`src/rtl/serial_add_pkg.sv`:
```
// rtl/serial_add_pkg.sv - shared types and sizing helpers for the serial adder
// Purpose: FSM state encoding and bit-counter width helper shared by
//          serial_add_ctrl and its testbench.
// Ports:   none (package).
package serial_add_pkg;

  typedef enum logic [1:0] {
    IDLE  = 2'd0,
    SHIFT = 2'd1,
    DONE  = 2'd2
  } state_t;

  // Counter runs 0..width-1; never narrower than one bit.
  function automatic int cnt_width(input int width);
    return (width <= 2) ? 1 : $clog2(width);
  endfunction

endpackage

```
`src/rtl/serial_add_ctrl_fa_cell.sv`:
```
// rtl/serial_add_ctrl_fa_cell.sv - single-bit full-adder cell
// Purpose: the only arithmetic element of the serial adder.
// Ports:   a, b, cin - input bits; sum, carry - combinational outputs.
module fa_cell (
  input  logic a,
  input  logic b,
  input  logic cin,
  output logic sum,
  output logic carry
);

  assign sum   = a ^ b ^ cin;
  assign carry = (a & b) | (a & cin) | (b & cin);

endmodule

```
`src/rtl/serial_add_ctrl.sv`:
```
// rtl/serial_add_ctrl.sv - bit-serial adder controller (IDLE/SHIFT/DONE)
// Purpose: captures a, b, cin on an accepted start and adds them one bit per
//          cycle, LSB first, through a single fa_cell; result is registered
//          on the SHIFT->DONE edge and held until the next one.
// Ports:   clk, rst_n (sync, active low), start, a, b, cin in;
//          ready (IDLE), busy (SHIFT), done (1-cycle pulse), sum, cout out;
//          ovf out only when SERIAL_ADD_OVF_EN is defined (signed overflow).
module serial_add_ctrl
  import serial_add_pkg::*;
#(
  parameter int WIDTH = 8
) (
  input  logic             clk,
  input  logic             rst_n,
  input  logic             start,
  input  logic [WIDTH-1:0] a,
  input  logic [WIDTH-1:0] b,
  input  logic             cin,
  output logic             ready,
  output logic             busy,
  output logic             done,
  output logic [WIDTH-1:0] sum,
`ifdef SERIAL_ADD_OVF_EN
  output logic             cout,
  output logic             ovf
`else
  output logic             cout
`endif
);

  localparam int            CW   = cnt_width(WIDTH);
  localparam logic [CW-1:0] LAST = CW'(WIDTH - 1);

  state_t           state;
  logic [CW-1:0]    cnt;
  logic [WIDTH-1:0] a_sh;
  logic [WIDTH-1:0] b_sh;
  logic [WIDTH-1:0] psum;
  logic [WIDTH-1:0] psum_next;
  logic             carry;
  logic             bit_sum;
  logic             bit_carry;

  fa_cell u_fa (
    .a     (a_sh[0]),
    .b     (b_sh[0]),
    .cin   (carry),
    .sum   (bit_sum),
    .carry (bit_carry)
  );

  // New sum bit enters at the MSB so after WIDTH shifts bit 0 sits at the LSB.
  generate
    if (WIDTH == 1) begin : g_psum_w1
      assign psum_next = bit_sum;
    end else begin : g_psum_wn
      assign psum_next = {bit_sum, psum[WIDTH-1:1]};
    end
  endgenerate

  always_ff @(posedge clk) begin
    if (!rst_n) begin
      state <= IDLE;
      cnt   <= '0;
      a_sh  <= '0;
      b_sh  <= '0;
      psum  <= '0;
      carry <= 1'b0;
      sum   <= '0;
      cout  <= 1'b0;
      ready <= 1'b1;
      busy  <= 1'b0;
      done  <= 1'b0;
`ifdef SERIAL_ADD_OVF_EN
      ovf   <= 1'b0;
`endif
    end else begin
      case (state)
        IDLE: begin
          done <= 1'b0;
          if (start) begin
            a_sh  <= a;
            b_sh  <= b;
            carry <= cin;
            cnt   <= '0;
            psum  <= '0;
            state <= SHIFT;
            ready <= 1'b0;
            busy  <= 1'b1;
          end
        end
        SHIFT: begin
          a_sh  <= a_sh >> 1;
          b_sh  <= b_sh >> 1;
          carry <= bit_carry;
          psum  <= psum_next;
          cnt   <= cnt + 1'b1;
          if (cnt == LAST) begin
            // Final bit: publish the completed result in the same edge.
            state <= DONE;
            busy  <= 1'b0;
            done  <= 1'b1;
            sum   <= psum_next;
            cout  <= bit_carry;
`ifdef SERIAL_ADD_OVF_EN
            // carry still holds the carry into the MSB cell here.
            ovf   <= carry ^ bit_carry;
`endif
          end
        end
        DONE: begin
          state <= IDLE;
          done  <= 1'b0;
          ready <= 1'b1;
        end
        default: begin
          state <= IDLE;
          ready <= 1'b1;
          busy  <= 1'b0;
          done  <= 1'b0;
        end
      endcase
    end
  end

endmodule

```
`config.mk`:
```
export PLATFORM = sky130hd
export DESIGN_NAME = serial_add_ctrl
export DESIGN_NICKNAME = d
export VERILOG_FILES = /design/src/rtl/serial_add_pkg.sv /design/src/rtl/serial_add_ctrl_fa_cell.sv /design/src/rtl/serial_add_ctrl.sv
export SDC_FILE = /design/constraint.sdc
export NUM_CORES = 1
export LEC_CHECK = 0
export CAP_MARGIN = 20
export CELL_PAD_IN_SITES_DETAIL_PLACEMENT = 0
export CELL_PAD_IN_SITES_GLOBAL_PLACEMENT = 1
export CORE_MARGIN = 3
export CORE_UTILIZATION = 36
export DETAILED_ROUTE_END_ITERATION = 7
export HOLD_SLACK_MARGIN = 0.06
export PLACE_DENSITY_LB_ADDON = 0.1
export SLEW_MARGIN = 20
export SYNTH_ARGS = -nofsm -noshare
export SYNTH_HDL_FRONTEND = slang
export SYNTH_SLANG_ARGS = --single-unit
```
`constraint.sdc`:
```
create_clock -name clk -period 1.2 [get_ports clk]
set_input_delay 0.24 -clock clk [delete_from_list [all_inputs] [get_ports clk]]
set_output_delay 0.24 -clock clk [all_outputs]
set_load 0.01 [all_outputs]
```
==> flow_summary.yaml <==
clocking:
  htreeDepth: 2
  clock_path_buffers: 2
  cts_sinks: 41
  cts-hold-fix-buffers: 0
  numCtsBuffers: 5
  cts_tree: "done"
  clkLatencyLatePin_ps: 290
  cts_root_buf: "clkbuf_8"
  clk_pin_slew_ps: 80
floorplanning:
  die_h_um: 75.9
  die-area_mm2: 0.00575
  start_util_pct: 38.7
  ios: 32
  core-area_mm2: 0.00453
  chipWidth_um: 75.9
  std_cell_rows: 24
setup_path:
  crit_buf_inv: 0
  worst-setup-path-type: "flop to flop"
  crit_family: "flip-flops"
  crit_path_start_kind: "flop"
  worstPathArrival_ps: 1330
  rr_worst_depth: 5
  cp-end-kind: "flop"
  crit_chain: "ha_4 -> ha_4 -> nand3b_2 -> nand3_1 -> o21ai_0"
  worstSetupPathDepth: 5
  r2r_slack_ps: 50
  crit_fanout: 7
  critPathMaxStageDelay_ps: 370
  critPathMostFrequentCell: "ha_4"
  crit_slowest_cell: "dfxtp_4"
  crit_required_ps: 1370
sta:
  hold_violations: 0
  finalCritPeriodShare_pct: 96.1
  setup_viol: 0
  layout_setup_ws_ps: 46.3
  relSlewSlack_pct: 80.0
  period_needed_ps: 1150
  finClkSkew_ps: 9.98
  whs_ps: 458
  final_max_slew_viol_count: 0
  fmax_mhz: 867
  tightestPinTransition_ps: 299
  finalSetupTns_ps: 0
  rsz0062_at_grt: "yes"
final_layout:
  antenna_cells: 0
  final-seq-area_um2: 830
  nets: 239
  fillers: 401
  layout.cells.non_filler: 282
  area_growth_pct: 43.7
  drive_above_1_share_pct: 27.6
  finalCoreUtilization_pct: 55.7
  finalInstanceArea_mm2: 0.00252
  multiInputGateArea_um2: 933
yosys:
  ys_warn_count: 0
  seq_area_frac_synth_pct: 46.7
  synthesis.nets: 192
  async_flop_share_pct: 0
  synth_top_flop_cell: "dfxtp_1"
  synth-edff-count: 0
  syn_avg_cell_area_um2: 10.4
  syn_inst: 169
  yosys.cell_types.count: 29
  synth-seq-cells: 41
  syn_area_mm2: 0.00176
placed_design:
  dp_hpwl_mm: 2.76
  io_buffer_count: 31
  post-place-ws_ps: -287
  place_inst: 267
  place_congestion: 0.731
  placedInstanceArea_mm2: 0.00226
routing:
  dr_total_vias: 1427
  wirelength_mm: 4.18
  ant_nets: 0
  wire_per_inst_um: 14.8
  drt-vias-per-instance: 5.06
  remaining_drc_errors: 0
  first_iter_violations: 84
  dr.pass1.iters: 4
power_and_ir_drop:
  power_mw: 3.05
  powerDensity_mw_per_mm2: 1210
  peakVddDrop_mv: 0.785
  power.leakage_nw: 1.00
job:
  cap_violations: 0
hold_path:
  hold_class: "flop to flop"
  whs_path_depth: 2
global_routing:
  grt_pass1_wl_mm: 6.87
  antenna_found_initial: 0
  grt_usage_pct: 16.0
  grt-ovfl-total: 0
  grt_max_degree: 18
  grt_pass1_vias: 1409
outcome:
  outcome: "finished, final reports clean"
[synth_stat cells, drive strengths merged (2+ instances only)]
master	count	share of area (%)
mux2i	15	8.5
o211ai	15	9.3
dfxtp	41	47
ha	2	1.4
a21boi	3	1.3
nand2	18	4.0
o22ai	10	3.6
nand4b	2	1.0
nor2	2	1.8
buf	12	5.5
o21ai	27	7.9
nand3	9	2.6
nand2b	4	1.4
[cell usage in the layout (no fill, tap or decap), types with 6 or more instances in the layout]
cell and n:
dfxtp_1 36, clkdlybuf4s50_1 18, nand2_1 17, mux2i_1 14, o21ai_0 14, o21ai_1 12, buf_4 11, o22ai_1 10
o211ai_2 10, dlygate4sd2_1 9, buf_12 8, clkbuf_8 6
[logic make-up after synthesis]
logic type / synth area share (%)
mux: 8.55
compound gates: 23.4
fa+ha+maj: 2.56
simple gates: 12.8
flops: 46.7
buf+inv: 5.91
[final cells by class]
| cell class | instances | area share [%] |
|---|---|---|
| clock inverter | 1 | 1.19 |
| multi-input combinational | 116 | 37.0 |
| clock buffer | 7 | 3.42 |
| sequential | 41 | 32.9 |
| tap | 65 | 3.22 |
| timing repair buffer | 51 | 22.0 |
| inverter | 1 | 0.297 |
[timing repair]
action / 4_1_cts / 5_1_grt
endpoints found under the setup margin: 22 / 32
gates resized for setup: 16 / 23
cloned: 2 / 0
pin swaps: 1 / 9
buffers inserted: 0 / 5
[where the power goes]
part	internal, mW	switching (mW)
registers	1.42	0.0427
clock network	0.678	0.463
logic	0.238	0.201
total	2.34	0.707
[routing by layer]
layer,global-route usage (%),part of all wire (%)
met1,22.0,50
met2,24.1,46
met3,4.22,3.4
met4,5.63,1.2
met5,0,0
[path summary, 6_finish.rpt]
kind / endpoint / startpoint
worst max register to register: sum[5]$_SDFFE_PN0P_ / cnt[0]$_SDFFE_PN0P_
worst min register to register: ready$_SDFFE_PN1P_ / ready$_SDFFE_PN1P_
worst min-delay path: ready$_SDFFE_PN1P_ / ready$_SDFFE_PN1P_
worst max-delay path: sum[5]$_SDFFE_PN0P_ / cnt[0]$_SDFFE_PN0P_
[sequential cells by signal (all words and copies together) (netlist names)]
signal,count
b_sh,8
done,1
busy,1
carry,1
state,2
ready,1
psum,7
cnt,3
a_sh,8
sum,8
cout,1
[worst register-to-register path, delay by kind of cell, from the launching register on]
kind / cells / cell delay, ps
adders and majority gates: 2 / 340
DFF: 1 / 370
AOI/OAI and AO/OA: 1 / 70
and+or+nand+nor: 2 / 260
(Power assumes the default switching activity.)
